==> src/rtl/debounce_pkg.sv <==
// Shared constants and width helper for the multi-channel debounce filter.
package debounce_pkg;

    localparam int DEBOUNCE_LIMIT_DEFAULT = 250000;
    localparam int HOLD_LIMIT_DEFAULT     = 25000000;

    // Counter width for a given limit, never narrower than one bit.
    function automatic int clog2Min1(input int value);
        int width;
        width = $clog2(value);
        return (width < 1) ? 1 : width;
    endfunction

endpackage

==> src/rtl/debounce_channel.sv <==
// One debounce lane: 2-flop synchroniser, stability counter, level, rise/fall strobes.
// Long-press hold strobe is built only when DEBOUNCE_HOLD_EN is defined.
module debounce_channel
    import debounce_pkg::*;
#(
    parameter int DEBOUNCE_LIMIT = DEBOUNCE_LIMIT_DEFAULT,
    parameter int HOLD_LIMIT     = HOLD_LIMIT_DEFAULT
) (
    input  logic i_Clk,
    input  logic i_Rst,
    input  logic i_Bouncy,
    output logic o_Debounced,
    output logic o_Rise,
    output logic o_Fall,
    output logic o_Hold
);

    localparam int              CntW    = clog2Min1(DEBOUNCE_LIMIT);
    localparam logic [CntW-1:0] CntLast = CntW'(DEBOUNCE_LIMIT - 1);

    logic            sync1_q, sync2_q;
    logic            state_q, state_d;
    logic            rise_q, rise_d;
    logic            fall_q, fall_d;
    logic [CntW-1:0] count_q, count_d;

    // Any cycle where the synchronised input agrees with the accepted level restarts the count.
    always_comb begin
        state_d = state_q;
        count_d = '0;
        rise_d  = 1'b0;
        fall_d  = 1'b0;
        if (sync2_q != state_q) begin
            if (count_q == CntLast) begin
                state_d = sync2_q;
                rise_d  = sync2_q;
                fall_d  = ~sync2_q;
            end else begin
                count_d = count_q + CntW'(1);
            end
        end
    end

    always_ff @(posedge i_Clk) begin
        if (i_Rst) begin
            sync1_q <= 1'b0;
            sync2_q <= 1'b0;
            state_q <= 1'b0;
            count_q <= '0;
            rise_q  <= 1'b0;
            fall_q  <= 1'b0;
        end else begin
            sync1_q <= i_Bouncy;
            sync2_q <= sync1_q;
            state_q <= state_d;
            count_q <= count_d;
            rise_q  <= rise_d;
            fall_q  <= fall_d;
        end
    end

    assign o_Debounced = state_q;
    assign o_Rise      = rise_q;
    assign o_Fall      = fall_q;

`ifdef DEBOUNCE_HOLD_EN
    localparam int               HoldW    = clog2Min1(HOLD_LIMIT);
    localparam logic [HoldW-1:0] HoldLast = HoldW'(HOLD_LIMIT - 1);

    logic [HoldW-1:0] holdCount_q, holdCount_d;
    logic             holdFired_q, holdFired_d;
    logic             hold_q, hold_d;

    // Counter saturates at its last value; the fired flag blocks a repeat until the level drops.
    always_comb begin
        holdCount_d = holdCount_q;
        holdFired_d = holdFired_q;
        hold_d      = 1'b0;
        if (!state_q) begin
            holdCount_d = '0;
            holdFired_d = 1'b0;
        end else if (holdCount_q != HoldLast) begin
            holdCount_d = holdCount_q + HoldW'(1);
        end else if (!holdFired_q) begin
            hold_d      = 1'b1;
            holdFired_d = 1'b1;
        end
    end

    always_ff @(posedge i_Clk) begin
        if (i_Rst) begin
            holdCount_q <= '0;
            holdFired_q <= 1'b0;
            hold_q      <= 1'b0;
        end else begin
            holdCount_q <= holdCount_d;
            holdFired_q <= holdFired_d;
            hold_q      <= hold_d;
        end
    end

    assign o_Hold = hold_q;
`else
    localparam int HoldW = clog2Min1(HOLD_LIMIT);

    logic [HoldW-1:0] unusedHoldLast;
    assign unusedHoldLast = HoldW'(HOLD_LIMIT - 1);
    assign o_Hold         = 1'b0;
`endif

endmodule

==> src/rtl/debounce_multi.sv <==
// Multi-channel debounce filter: NUM_CH independent lanes plus a shared change flag.
// Optional long-press strobe on o_Hold is enabled by defining DEBOUNCE_HOLD_EN.
module debounce_multi
    import debounce_pkg::*;
#(
    parameter int NUM_CH         = 4,
    parameter int DEBOUNCE_LIMIT = DEBOUNCE_LIMIT_DEFAULT,
    parameter int HOLD_LIMIT     = HOLD_LIMIT_DEFAULT
) (
    input  logic              i_Clk,
    input  logic              i_Rst,
    input  logic [NUM_CH-1:0] i_Bouncy,
    output logic [NUM_CH-1:0] o_Debounced,
    output logic [NUM_CH-1:0] o_Rise,
    output logic [NUM_CH-1:0] o_Fall,
    output logic              o_Changed,
    output logic [NUM_CH-1:0] o_Hold
);

    for (genvar ch = 0; ch < NUM_CH; ch++) begin : gChannel
        debounce_channel #(
            .DEBOUNCE_LIMIT (DEBOUNCE_LIMIT),
            .HOLD_LIMIT     (HOLD_LIMIT)
        ) uChannel (
            .i_Clk       (i_Clk),
            .i_Rst       (i_Rst),
            .i_Bouncy    (i_Bouncy[ch]),
            .o_Debounced (o_Debounced[ch]),
            .o_Rise      (o_Rise[ch]),
            .o_Fall      (o_Fall[ch]),
            .o_Hold      (o_Hold[ch])
        );
    end

    // Strobes are already registered, so this flag lines up with them in the same cycle.
    assign o_Changed = |(o_Rise | o_Fall);

endmodule

==> config.mk <==
export PLATFORM = sky130hd
export DESIGN_NAME = debounce_multi
export DESIGN_NICKNAME = d
export VERILOG_FILES = /design/src/rtl/debounce_pkg.sv /design/src/rtl/debounce_channel.sv /design/src/rtl/debounce_multi.sv
export SDC_FILE = /design/constraint.sdc
export NUM_CORES = 1
export LEC_CHECK = 0
export CORE_MARGIN = 4
export CORE_UTILIZATION = 55
export CTS_CLUSTER_SIZE = 16
export DETAILED_ROUTE_END_ITERATION = 16
export GPL_ROUTABILITY_DRIVEN = 0
export PLACE_DENSITY = 0.74
export RECOVER_POWER = 100
export SLEW_MARGIN = 20
export SYNTH_ARGS = -nofsm -noshare
export SYNTH_HDL_FRONTEND = slang
export SYNTH_SLANG_ARGS = --single-unit
==> constraint.sdc <==
create_clock -name i_Clk -period 2.3 [get_ports i_Clk]
set_input_delay 0.46 -clock i_Clk [delete_from_list [all_inputs] [get_ports i_Clk]]
set_output_delay 0.46 -clock i_Clk [all_outputs]
set_load 0.03 [all_outputs]
==> results.md, run 1 <==
* Pwr Density at 628 nW/um^2
* Peak Freq at 480 MHz
* Vias per cell at 5.37
* Vias in the first global route at 2885
* Num rows at 30
* Max-cap viol count at 0
* Sequential-to-total area share from yosys stat at 45.9%
* Final setup viols at 0
* WL per Instance at 12.3 um
* Status: completed
* Post-CTS Resized at 0
* Final hold violations at 0
* Congestion Overflow GR at 0
* Critical setup path kind: reg -> out
* Fin nets at 477
* # Post-CTS Setup Buffers at 0
* Routed metal-1 wirelength at 3400 um
* DPL Wire Length at 5000 um
* Iteration-0 DRC Markers at 52
* I/O Buffers at 18
* Hold_buf cts at 0
* P_leak at 1.32 nW
* Min Tclk post-route at 2.08 ns
* Worst hold path cell count at 1
* Post-Syn Area at 4020 um^2
* Worst rel slew slack at 58.5%
* Yosys reg bits at 92
* Clock Skew at 0.0111 ns
* Post-route DRC at 0
* CP Launch Type: flip-flop
* Synth Area per Inst at 8.89 um^2
* I/O pin count at 23
* First-pass GRT wire length at 12500 um
* Total power at 2.77 mW
* Core area at 6940 um^2
* Met2 Routed Length at 3190 um
* Final ANT Viol Nets at 0
* Area contributors post-synth: dfxtp_1 46%, xnor2_1 9.4%, nor2_1 7.2%
* Crit path max fanout at 2
* Root buffer cell: clkbuf_8
* DR pass1 iterations at 4
* Initial antenna violation count at 0
* Unrepaired setup endpoints after global routing: false
* Worst Hold Class: reg -> reg
* CP Data Arrival Time at 1.62 ns
* Ys flop type: dfxtp_1
* CTS clk-pin slew, worst paths at 0.09 ns
* Slew Viols, Final at 0
* Ant. Diodes at 0
* Most frequent cell after synthesis: dfxtp_1
* Clk buf depth at 2
* Largest net degree at the start of global routing at 19
* WL met3 at 275 um
* Top cells by count, synth: 92 x dfxtp_1, 77 x nor2_1, 43 x xnor2_1
* Yosys cell types at 41
* Async SR Flop Fraction at 0%
* Layout cells sized above 1 at 5.30%
* CP required at 1.84 ns
* FF-to-FF path depth at 6
* Clk sinks at 92
* Highest metal used: met4
* GRT Total Usage at 17.5%
* Number of synthesized flops with an enable pin at 0
* Final WL at 6960 um
* Max VDD drop at 0.000297 V
* CTS tree: done
* Clock Latency Late Sink at 0.35 ns
* Worst slew pin tran at 0.622 ns
* Die width at 93.5 um
* Tcrit/Tclk final at 90.5%
* Die footprint at 8730 um^2
* Area growth from synthesis to layout at 9.63%
* H-tree depth at 3
* Leading area contributor after synthesis: dfxtp_1
* Total negative setup slack at 0 ns
* Synth top area share at 45.9%
* Synth Instances at 452
* Die height at 93.5 um
* DR vias at 3051
* Cts bufs inserted at 9
* Yosys warnings at 0
* Starting Density at 57.8%
* Critical Path End Type: output port
==> sequential cells by signal, indices dropped and copies added, names as in the netlist <==
register / cells
gChannel.uChannel.o_Debounced: 4
gChannel.uChannel.o_Fall: 4
gChannel.uChannel.sync2_q: 4
gChannel.uChannel.count_q: 72
gChannel.uChannel.sync1_q: 4
gChannel.uChannel.o_Rise: 4
==> cell families after synthesis <==
| kind of cell | count (synthesis) | synth area share, % |
|---|---|---|
| fa+ha+maj | 4 | 1.25 |
| buf+inv | 39 | 5.39 |
| compound gates | 34 | 5.36 |
| mux | 2 | 0.498 |
| xor+xnor | 55 | 12.0 |
| simple gates | 225 | 29.6 |
| flops | 92 | 45.9 |
| other cells | 1 | 0.0934 |
==> worst paths after layout <==
check | startpoint | to | slack [ns]
worst min register to register | gChannel[0].uChannel.sync1_q | gChannel[0].uChannel.sync2_q | 0.44
worst min-delay path | gChannel[0].uChannel.sync1_q | gChannel[0].uChannel.sync2_q | 0.44
worst max-delay path | gChannel[2].uChannel.o_Fall | o_Changed | 0.22
worst max register to register | gChannel[0].uChannel.count_q[0] | gChannel[0].uChannel.count_q[17] | 0.31
==> per-stage QoR <==
stage	cells	utilization, %	setup slack, ns	cell area (um^2)	hold slack (ns)
after global placement	552	60.8	0.428	4220	0.421
after detailed placement	552	60.8	0.367	4220	0.426
after global routing	568	63.4	0.0680	4400	0.456
after CTS	568	63.8	0.201	4430	0.448
final	568	63.4	0.218	4400	0.443
after floorplan	455	-	0.418	4030	0.414
==> report_power, final <==
group	switching (mW)	leakage [nW]	internal, mW
clock	0.571	0.0995	0.541
sequential	0.00515	0.743	1.60
combinational	0.0304	0.481	0.0177
total	0.607	1.32	2.16
==> worst max-delay path: stages (launching register included) <==
cell and delay, ns:
dfxtp_1 0.33, nor4_1 0.27, nand2_1 0.08, clkdlybuf4s50_1 0.60
==> layer usage <==
layer / track usage, % / up-vias
met5: 0 / -
met4: 6.72 / 0
met3: 4.83 / 10
met2: 26.7 / 48
met1: 23.5 / 1400
li1: - / 1593
==> placed cells by master (no fill, tap or decap), types with 5 or more instances in the layout <==
master	n
nor4b_1	7
xor2_1	12
xnor2_1	43
o21ai_0	11
and3_1	8
nor3_1	14
or4_1	5
inv_1	14
dfxtp_1	92
nor2b_1	9
nand2_1	18
dlygate4sd3_1	13
clkbuf_8	10
nor4_1	18
nand4_1	17
nor2_1	77
or3_1	13
clkdlybuf4s50_1	5
nand3_1	24
a21oi_1	14
==> area by class of cell <==
type,count,area [um^2]
fill,589,2540
multi-input combinational,324,1960
sequential,92,1840
timing repair buffer,26,223
clock buffer,10,138
tap,96,120
clock inverter,6,71.3
inverter,14,52.6
(Power assumes the default switching activity.)
==> run 2, diff against run 1 <==
Settings changed: CELL_PAD_IN_SITES_DETAIL_PLACEMENT from default to 2, CELL_PAD_IN_SITES_GLOBAL_PLACEMENT from default to 2, CORE_UTILIZATION 55 to 37, PLACE_DENSITY 0.74 to default, PLACE_DENSITY_LB_ADDON from default to 0.1.
==> run 2 against run 1 <==
Count of clock-buffer cells in the layout unchanged. Largest cell class unchanged. Sequential power hardly changed. Clock skew about the same. Largest power group unchanged. Worst hold slack gained 0.0067 ns. Register-to-register slack worse by 0.08 ns. Total power increased by 11%. Fmax down 0.42%. Sequential cell count did not move.
==> results.md, run 2 (synthesis results as in run 1) <==
* Max-cap viol count at 0 (unchanged)
* CP max stage delay at 0.72 ns (+0.12 ns)
* Cts bufs inserted at 9 (unchanged)
* Worst slew pin tran at 0.959 ns (+0.338 ns)
* Crit-path cells: clkdlybuf4s50_1, clkbuf_1, nor2_1, o21ai_0, clkbuf_4, nor2_1
* Highest metal used: met4
* Commonest non-fill, non-tap cell in the layout: dfxtp_1
* Congestion Overflow GR at 0 (unchanged)
* Clk sinks at 92 (unchanged)
* GRT Total Usage at 16.5% (-1.1 points)
* Num rows at 37 (+23%)
* Vias in the first global route at 3428 (+19%)
* # Post-CTS Setup Buffers at 0 (unchanged)
* Hold WS at 0.450 ns (+0.00675 ns)
* Starting Density at 38.4% (-19 points)
* DR pass1 iterations at 4 (unchanged)
* Slew Viols, Final at 0 (unchanged)
* CP required at 2.56 ns (+0.72 ns)
* Final-layout fill cell count at 1166 (+98%)
* CP Launch Type: input port
* Status: completed
* Min Tclk post-route at 2.09 ns (+0.00871 ns)
* Initial antenna violation count at 0 (unchanged)
* I/O pin count at 23 (unchanged)
* CTS tree: done
* Most common cell on crit path: nor2_1
* H-tree depth at 3 (unchanged)
* Iteration-0 DRC Markers at 103 (+98%)
* Clock Latency Late Sink at 0.37 ns (+0.02 ns)
* Final WL at 9640 um (+38%)
* Unrepaired setup endpoints after global routing: false
* CP bufs+invs at 3 (+2)
* Area growth from synthesis to layout at 12.8%
* Peak Freq at 478 MHz (-0.42%)
* WL per Instance at 15.8 um (+29%)
* Post-route DRC at 0 (unchanged)
* DR vias at 3198 (+4.8%)
* Largest net degree at the start of global routing at 22 (+3)
* CP Data Arrival Time at 2.36 ns (+0.74 ns)
* Most frequent cells in the layout: 92 x dfxtp_1, 77 x nor2_1, 43 x xnor2_1
* Total negative setup slack at 0 ns (unchanged)
* Worst rel slew slack at 36.0% (-23 points)
* Vias per cell at 5.25 (-2.2%)
* P_leak at 1.36 nW (+3.1%)
* CTS clk-pin slew, worst paths at 0.09 ns (about the same)
* Fin nets at 478 (+0.21%)
* Crit path max fanout at 21 (+19)
* Clock Skew at 0.0109 ns (-0.000210 ns)
* Max reg flops at 72 (unchanged)
* Crit-path leading delay family: buffers and inverters
* Critical setup path kind: in -> reg
* Tcrit/Tclk final at 90.9% (+0.38 points)
* Reg2Reg Setup Slack at 0.23 ns (-0.08 ns)
* Die height at 112 um (+20%)
* Reg with most FFs: gChannel.uChannel.count_q
* Die footprint at 12600 um^2 (+44%)
* Layout cells sized above 1 at 6.34% (+1.0 points)
* Die width at 112 um (+20%)
* Clk buf depth at 2 (unchanged)
* Final hold violations at 0 (unchanged)
* Critical path depth at 6 (+3)
* Routed metal-1 wirelength at 4650 um (+37%)
* Met2 Routed Length at 4590 um (+44%)
* Final ANT Viol Nets at 0 (unchanged)
* WL met3 at 273 um (-0.73%)
* Max VDD drop at 0.000474 V (+60%)
* DPL Wire Length at 6910 um (+38%)
* First-pass GRT wire length at 17100 um (+36%)
* Ant. Diodes at 0 (unchanged)
* Core area at 10500 um^2 (+51%)
* Final setup viols at 0 (unchanged)
* Pwr Density at 677 nW/um^2 (+7.7%)
* Slowest CP cell: clkbuf_1
* Worst hold path cell count at 1 (unchanged)
* Critical Path End Type: flip-flop
* Worst Hold Class: reg -> reg
* FF-to-FF path depth at 5 (-1)
* I/O Buffers at 18 (unchanged)
* Root buffer cell: clkbuf_8
-- run 2: cell count changes in the layout (fill, tap and decap cells not counted), sizes merged --
cell         before  now
buf               3    7
bufinv            1    4
clkbuf           15   13
inv              16   14
clkinvlp          2    1
dlygate4sd3      13   12
-- run 2: layout make-up --
cell class / instances / area, um^2 / area share (%)
Tap cell: 136 / 170 / 3.76
Clock inverter: 6 / 136 / 3.01
Timing Repair Buffer: 27 / 238 / 5.25
Sequential cell: 92 / 1840 / 40.7
Inverter: 14 / 52.6 / 1.16
Clock buffer: 10 / 128 / 2.82
Multi-Input combinational cell: 324 / 1960 / 43.4
-- run 2: timing repair --
| item | 4_1_cts | 5_1_grt |
|---|---|---|
| hold buffers | 0 | 0 |
| gates resized for setup | 0 | 1 |
| endpoints found under the setup margin | 0 | 1 |
-- run 2: power breakdown --
group / internal (mW) / total, mW / switching [mW]
registers: 1.60 / 1.61 / 0.00560
clock network: 0.834 / 1.41 / 0.576
logic: 0.0182 / 0.0514 / 0.0332
-- run 2: stage by stage --
stage,worst slack [ns],instances,utilization [%],power (mW),cell area [um^2]
floorplan,0.418,455,-,1.68,4030
global placement,0.360,593,40.9,1.69,4280
detailed placement,0.283,593,40.9,1.70,4280
CTS,0.0760,609,43.4,3.12,4550
global route,0.00761,609,43.3,3.21,4530
finish,0.210,609,43.3,3.07,4530
-- run 2: worst register-to-register path, stage by stage, from the launching register on --
cell and delay, ns:
dfxtp_1 0.39, ha_1 0.22, nand3_1 0.22, nor4_1 0.70, mux2i_1 0.17, nor4b_1 0.28
-- run 2: final timing paths --
kind	startpoint	end
max	i_Rst	gChannel[1].uChannel.count_q[15]
min	gChannel[1].uChannel.sync1_q	gChannel[1].uChannel.sync2_q
max reg2reg	gChannel[0].uChannel.count_q[0]	gChannel[0].uChannel.count_q[16]
min reg2reg	gChannel[1].uChannel.sync1_q	gChannel[1].uChannel.sync2_q
-- run 2: routing by layer --
| layer | track usage (%) | up-vias |
|---|---|---|
| li1 | - | 1582 |
| met1 | 21.0 | 1574 |
| met2 | 27.3 | 31 |
| met3 | 4.69 | 11 |
| met4 | 4.57 | 0 |
| met5 | 0 | - |
